===== src/rtl/conv_mult_ctrl.sv =====
// conv_mult_ctrl: loads a K_DIM x K_DIM kernel, then multiplies each incoming
// pixel of an I_DIM x I_DIM frame by every weight and streams the products
// with the pixel's raster coordinates. Framing is count-driven; the last flags
// on the input streams are only cross-checked and latch a sticky error.
module conv_mult_ctrl #(
  parameter int unsigned K_DIM  = 3,
  parameter int unsigned I_DIM  = 8,
  parameter int unsigned M_BITS = 16,
  parameter int unsigned I_BITS = (I_DIM > 1) ? $clog2(I_DIM) : 1
) (
  input  logic                                      clk,
  input  logic                                      rstn,
  input  logic [M_BITS-1:0]                         k_data,
  input  logic                                      k_valid,
  output logic                                      k_ready,
  input  logic                                      k_last,
  input  logic [M_BITS-1:0]                         img_data,
  input  logic                                      img_valid,
  output logic                                      img_ready,
  input  logic                                      img_last,
  output logic [K_DIM-1:0][K_DIM-1:0][M_BITS-1:0]   mult_data,
  output logic                                      mult_valid,
  input  logic                                      mult_ready,
  output logic                                      mult_last,
  output logic [1:0][I_BITS-1:0]                    mult_user,
  output logic                                      err
);

  localparam int unsigned KC_BITS = (K_DIM > 1) ? $clog2(K_DIM) : 1;

  typedef enum logic [1:0] {
    KLOAD = 2'd0,
    IMG   = 2'd1,
    FLUSH = 2'd2
  } state_t;

  state_t                                   r_state;
  logic [KC_BITS-1:0]                       r_km;
  logic [KC_BITS-1:0]                       r_kn;
  logic [K_DIM-1:0][K_DIM-1:0][M_BITS-1:0]  r_weight;
  logic [I_BITS-1:0]                        r_row;
  logic [I_BITS-1:0]                        r_col;
  logic [K_DIM-1:0][K_DIM-1:0][M_BITS-1:0]  r_mult_data;
  logic [1:0][I_BITS-1:0]                   r_mult_user;
  logic                                     r_mult_last;
  logic                                     r_mult_valid;
  logic                                     r_err;

  logic                                     w_k_xfer;
  logic                                     w_img_xfer;
  logic                                     w_mult_hs;
  logic                                     w_k_last_word;
  logic                                     w_kn_wrap;
  logic                                     w_col_wrap;
  logic                                     w_last_pix;
  logic [K_DIM-1:0][K_DIM-1:0][M_BITS-1:0]  w_prod;

  // Ready signals are gated by reset so no transfer is seen while rstn is low
  assign k_ready   = rstn && (r_state == KLOAD);
  assign img_ready = rstn && (r_state == IMG) && (!r_mult_valid || mult_ready);

  assign w_k_xfer   = k_valid && k_ready;
  assign w_img_xfer = img_valid && img_ready;
  assign w_mult_hs  = r_mult_valid && mult_ready;

  assign w_kn_wrap     = (r_kn == KC_BITS'(K_DIM - 1));
  assign w_k_last_word = w_kn_wrap && (r_km == KC_BITS'(K_DIM - 1));
  assign w_col_wrap    = (r_col == I_BITS'(I_DIM - 1));
  assign w_last_pix    = w_col_wrap && (r_row == I_BITS'(I_DIM - 1));

  assign mult_data  = r_mult_data;
  assign mult_user  = r_mult_user;
  assign mult_last  = r_mult_last;
  assign mult_valid = r_mult_valid;
  assign err        = r_err;

  // Pixel times every weight, truncated to M_BITS (sign-agnostic)
  always_comb begin
    w_prod = '0;
    for (int m = 0; m < int'(K_DIM); m++) begin
      for (int n = 0; n < int'(K_DIM); n++) begin
        w_prod[m][n] = M_BITS'(img_data * r_weight[m][n]);
      end
    end
  end

  // Control FSM with kernel/pixel counters and registered product beat
  always_ff @(posedge clk) begin
    if (!rstn) begin
      r_state      <= KLOAD;
      r_km         <= '0;
      r_kn         <= '0;
      r_weight     <= '0;
      r_row        <= '0;
      r_col        <= '0;
      r_mult_data  <= '0;
      r_mult_user  <= '0;
      r_mult_last  <= 1'b0;
      r_mult_valid <= 1'b0;
      r_err        <= 1'b0;
    end else begin
      case (r_state)
        KLOAD: begin
          if (w_k_xfer) begin
            r_weight[r_km][r_kn] <= k_data;
            if (k_last ^ w_k_last_word) begin
              r_err <= 1'b1;
            end
            if (w_kn_wrap) begin
              r_kn <= '0;
              if (w_k_last_word) begin
                r_km    <= '0;
                r_state <= IMG;
              end else begin
                r_km <= r_km + KC_BITS'(1);
              end
            end else begin
              r_kn <= r_kn + KC_BITS'(1);
            end
          end
        end

        IMG: begin
          if (w_img_xfer) begin
            r_mult_data  <= w_prod;
            r_mult_user  <= {r_row, r_col};
            r_mult_last  <= w_last_pix;
            r_mult_valid <= 1'b1;
            if (img_last ^ w_last_pix) begin
              r_err <= 1'b1;
            end
            if (w_last_pix) begin
              r_row   <= '0;
              r_col   <= '0;
              r_state <= FLUSH;
            end else if (w_col_wrap) begin
              r_col <= '0;
              r_row <= r_row + I_BITS'(1);
            end else begin
              r_col <= r_col + I_BITS'(1);
            end
          end else if (w_mult_hs) begin
            r_mult_valid <= 1'b0;
          end
        end

        FLUSH: begin
          if (w_mult_hs) begin
            r_mult_valid <= 1'b0;
            if (r_mult_last) begin
              r_state <= KLOAD;
            end
          end
        end

        default: begin
          r_state <= KLOAD;
        end
      endcase
    end
  end

endmodule


===== config.mk =====
export PLATFORM = sky130hd
export DESIGN_NAME = conv_mult_ctrl
export DESIGN_NICKNAME = d
export VERILOG_FILES = /design/src/rtl/conv_mult_ctrl.sv
export SDC_FILE = /design/constraint.sdc
export NUM_CORES = 2
export LEC_CHECK = 0
export ABC_CLOCK_PERIOD_IN_PS = 6700
export CAP_MARGIN = 20
export CORE_ASPECT_RATIO = 0.6
export CORE_MARGIN = 1
export CORE_UTILIZATION = 58
export CTS_CLUSTER_SIZE = 24
export DETAILED_ROUTE_END_ITERATION = 8
export PLACE_DENSITY = 0.86
export SLEW_MARGIN = 15
export SYNTH_ARGS = -nofsm -noshare
export SYNTH_HDL_FRONTEND = slang
export SYNTH_SLANG_ARGS = --single-unit

===== constraint.sdc =====
create_clock -name clk -period 6.7 [get_ports clk]
set_input_delay 1.34 -clock clk [delete_from_list [all_inputs] [get_ports clk]]
set_output_delay 1.34 -clock clk [all_outputs]
set_load 0.01 [all_outputs]

* Word level (Yosys, flattened, before mapping) *
Index checks and enable logic that the tools add are counted.

cells by class
  $add $sub $neg = 4
  $mul = 9
  $lt $le $gt $ge = 4
  eq/ne operators = 15
  mux-type cells = 27
  bitwise gates (word level) = 2
  reductions and logical operators = 22

operators by type and width
  operator             number
  $bwmux 144           1
  $mul 16x16->16       9
  $demux 48 s2         1
  $mux 48              1
  $demux 16 s2         1
  $mux 2               9
  $mux 16              1
  $ne 2x2->1 const B   7
  $mux 3               4
  $logic_and 1x1->1    10
  $reduce_and 7->1     1
  $add 3x1->3 const B  2
  $eq 2x2->1 const B   3
  $eq 3x3->1 const B   2
  $lt 2x3->1 const B   2
  $mux 1               6
  $pmux 2 s3           1
  $reduce_and 3->1     2
  $reduce_bool 2->1    3
  $reduce_and 5->1     1
  $add 2x1->2 const B  2
  $ge 2x1->1 const B   2
  $ne 2x1->1 const B   2
  $pmux 1 s2           2
  6 further kinds      8

word-level totals
  bits in registers = 309
  input port bits = 39
  output and inout port bits = 155
  logic and storage cells = 111

* Depth between registers and ports, before layout *
  word-level depth = 7
  gate-level depth with buffers = 24
  depth with buffers taken out = 20

* Worst setup path after synthesis *
Ideal clock, no wire load.

  kind = input -> register
  from = input port img_data[3]
  to = register r_mult_data (netlist bit mult_data[143])
  library setup time = 117 ps
  arrival time = 6,621 ps
  data required time = 6,583 ps
  slack = -39 ps
  cell stages on the path = 20
  path buffers = 4
  cell sequence = buf_2 clkbuf_1 clkbuf_1 clkbuf_1 nand2_1 fa_1 inv_1 fa_1 ha_1 fa_1 inv_1 fa_1 fa_1 inv_1 ha_1 or4_1 a41o_1 nor4_1 o21ai_0 a32o_1

between the ends
  longest elaborated chain between the ends = 1

RTL lines
  what                    RTL line  source
  start: declaration      17        input logic [M_BITS-1:0] img_data,
  $mul 16x16->16          82        w_prod[m][n] = M_BITS'(img_data * r_weight[m][n]);
  end signal: assignment  125       r_mult_data <= w_prod;
  end: declaration        43        logic [K_DIM-1:0][K_DIM-1:0][M_BITS-1:0] r_mult_data;

Every way passes these cells.
A chain may end at the register's enable or synchronous reset.

* Worst setup path after layout *
  from = input port img_data[13]
  to = register r_mult_data (netlist bit mult_data[143])

Same word-level chain as after synthesis.

==> flow_metrics.py <==
metrics = {
    "sta": {
        "grt_setup_unrepaired": "no",
        "worst_slack_ns": 0.235,
        "report.final.slew_viol_count": 0,
        "clock_skews_ns": 0.0209,
        "max_slew.worst_pin.slew_ns": 1.07,
        "fmax_mhz": 155,
        "worst_slew_margin_relative_to_its_limit_pct": 28.4,
        "final-hold-violation-count": 0,
        "setup_total_neg_slack_ns": 0,
        "final_min_period_over_clock_period_pct": 96.5,
        "setup_viol": 0,
        "min_tclk_post_route_ns": 6.47,
    },
    "critical_path": {
        "cp_top_family": "adder cells",
        "critical_path.slowest_cell": "fa_1",
        "timing.critical_path.to_type": "register",
        "crit_chain": "clkdlybuf4s50_1 > buf_12 > buf_4 > nand2_1 > fa_1 > fa_1 > fa_1 > fa_1 > fa_1 > fa_1 > xnor2_1 > xnor2_1 > xnor2_1 > xnor2_1 > xnor3_1 > or3_1 > a32o_1",
        "startpoint_type": "input port",
        "cpPeakStageDelay_ns": 0.59,
        "timing.critical_path.required_ns": 7.19,
        "worstSetupPathType": "input port to register",
        "timing.critical_path.mode_cell": "fa_1",
        "arrival_ns": 6.96,
        "critical_path.max_fanout": 6,
        "crit_buf_inv": 3,
    },
    "cts": {
        "postCtsSetupBuffers": 0,
        "tritoncts": "built",
        "cts.hold.buffers_added": 0,
        "clkSinkCount": 309,
        "cts.root.buffer_cell": "clkbuf_16",
        "cts.repair.resized": 0,
        "htreeDepth": 2,
        "clk_latency_ns": 0.60,
        "cts.clk_slew.worst_paths_ns": 0.06,
        "cts-buffers-inserted": 35,
        "cts-root-to-sink-buffers": 3,
    },
    "pwr": {
        "power_density_nw_per_um2": 93.4,
        "irDropWorstVdd_mv": 0.151,
        "p_leak_uw": 0.0244,
        "totalPowerFinal_uw": 4910,
    },
    "final_layout": {
        "most_common_cell_after_layout_fill_and_taps_aside": "inv_1",
        "final_cell_area_um2": 52600,
        "count_of_filler_cells_inserted_in_the_layout": 6309,
        "final_cell_mix": "inv_1, nand2_1, fa_1",
        "ratio_of_cells_with_drive_above_1_in_the_final_layout_pct": 6.26,
        "area.growth.synth_to_final_pct": 11.2,
        "design.final.nets": 6922,
    },
    "route": {
        "detail_route.wirelength_um": 132000,
        "initialDrtViolationCount": 3623,
        "route.vias.total": 37770,
        "detail_route.vias_per_cell": 5.55,
        "detail_route.drc_violations": 0,
        "detail_route.first_pass.iterations": 6,
        "post_drt_wl_per_cell_um": 19.3,
        "drtAntennaViolNets": 0,
    },
    "job": {
        "max-cap-violations": 0,
    },
    "synth": {
        "synth_seq_area_share_pct": 13.1,
        "synth.lib_cells_used.distinct": 58,
        "synthesis.area_um2": 47300,
        "yosysTopAreaCellShare_pct": 30.5,
        "netlist.top_cell.by_area": "fa_1",
        "edff_count_synth": 0,
        "syn-num-nets": 6778,
        "synth-async-reset-ratio_pct": 0,
        "syn_area_per_cell_um2": 8.49,
        "post_synth_main_area_contributors": "fa_1, dfxtp_1, ha_1, inv_1, and2_1",
        "synth.ff_latch_count": 309,
        "ys_warn_count": 0,
        "synth_cells": 5570,
        "yosys_most_used_dff": "dfxtp_1",
    },
    "placed_design": {
        "place_congestion": 0.973,
        "dp.final_hpwl_um": 101000,
        "dpl_worst_slack_ns": -0.340,
        "numPortBuffers": 193,
        "placed_area_um2": 51400,
    },
    "die": {
        "top_level_ports": 194,
        "die_height_um": 223,
        "die_width_um": 371,
        "num_rows": 80,
        "coreArea_um2": 80100,
        "floorplan.initialDensity_pct": 59.1,
        "dieArea_um2": 82800,
    },
    "min_path": {
        "classification_of_the_worst_slack_hold_path": "register to register",
    },
    "outcome": {
        "result_of_the_run": "finished clean",
    },
    "global_routing": {
        "grt_util_all_layers_pct": 32.7,
        "via_count_of_the_first_global_routing_pass": 39219,
        "grt_max_degree": 123,
        "grt_remaining_overflow": 0,
        "grt_antenna_before_repair": 3,
        "first_pass_grt_wire_length_um": 212000,
    },
}
per-stage QoR:
step	util (%)	hold slack, ns	instances
finish	65.7	0.454	6807
global route	65.7	0.479	6805
floorplan	-	0.435	5570
detailed placement	64.2	0.445	6741
global placement	64.2	0.436	6741
CTS	65.6	0.458	6802
routing by layer:
metal,up-vias,share of wire [%],global-route usage [%]
met5,-,0,0
met3,339,12,8.95
met4,0,3.6,11.3
li1,17105,-,-
met1,18333,41,45.1
met2,1993,43,49.5
synth_stat cells (12+ instances only):
cell and number:
a21boi_1 38, o21bai_1 18, nand3_1 99, a31oi_1 12
a21oi_1 76, or4_1 15, nand4_1 20, inv_1 1012
mux2i_1 51, ha_1 449, fa_1 720, nand2_2 17
and2_1 590, xnor2_1 205, dfxtp_1 309, nand2b_1 34
buf_1 27, xnor2_2 18, nor2b_1 57, clkbuf_1 253
nand2_1 967, nor3_1 14, nor2_1 47, a21boi_0 75
xor2_1 97, o21ai_0 166, o21a_1 16, buf_2 25
flip-flops by register name (all words and copies together), names as in the netlist:
| register | cells |
|---|---|
| mult_last | 1 |
| mult_valid | 1 |
| mult_user | 6 |
| err | 1 |
| r_row | 3 |
| mult_data | 144 |
| r_weight | 144 |
| r_state | 2 |
| r_kn | 2 |
| r_km | 2 |
| r_col | 3 |
worst min-delay path, delay by kind of cell (launching register included):
kind,cells,cell delay (ns)
compound gates,1,0.05
flops,1,0.32
simple gates,1,0.04
final timing paths:
check / slack, ns / endpoint / startpoint / cells after the start
setup / recovery: 0.23 / mult_data[143] / img_data[13] / 17
hold / removal: 0.45 / mult_data[14] / mult_data[14] / 2
setup reg to reg: 0.82 / mult_data[77] / r_weight[65] / 19
hold reg to reg: 0.45 / mult_data[14] / mult_data[14] / 2
power breakdown:
part	total [µW]	internal [µW]	switching [µW]
clock	2070	1130	939
sequential	1890	1850	39.9
combinational	952	369	583
total	4910	3350	1560
layout make-up:
type	count	area [µm²]	area share, %
Antenna cell	3	7.51	0.0143
Multi-Input combinational cell	3922	36000	68.4
Inverter	1012	3800	7.22
Sequential cell	309	6190	11.8
Clock buffer	40	926	1.76
Clock inverter	21	233	0.443
Timing Repair Buffer	434	4120	7.83
Tap cell	1066	1330	2.54
cell families after synthesis:
group	share of synthesized area, %
flip-flops	13.1
adder cells (fa/ha/maj)	42.3
buffers and inverters	10.9
AO/OA/AOI/OAI	6.57
AND/OR/NAND/NOR	19.4
XOR/XNOR	6.64
multiplexers	1.08
No activity file was read; power rests on OpenSTA's default activity.
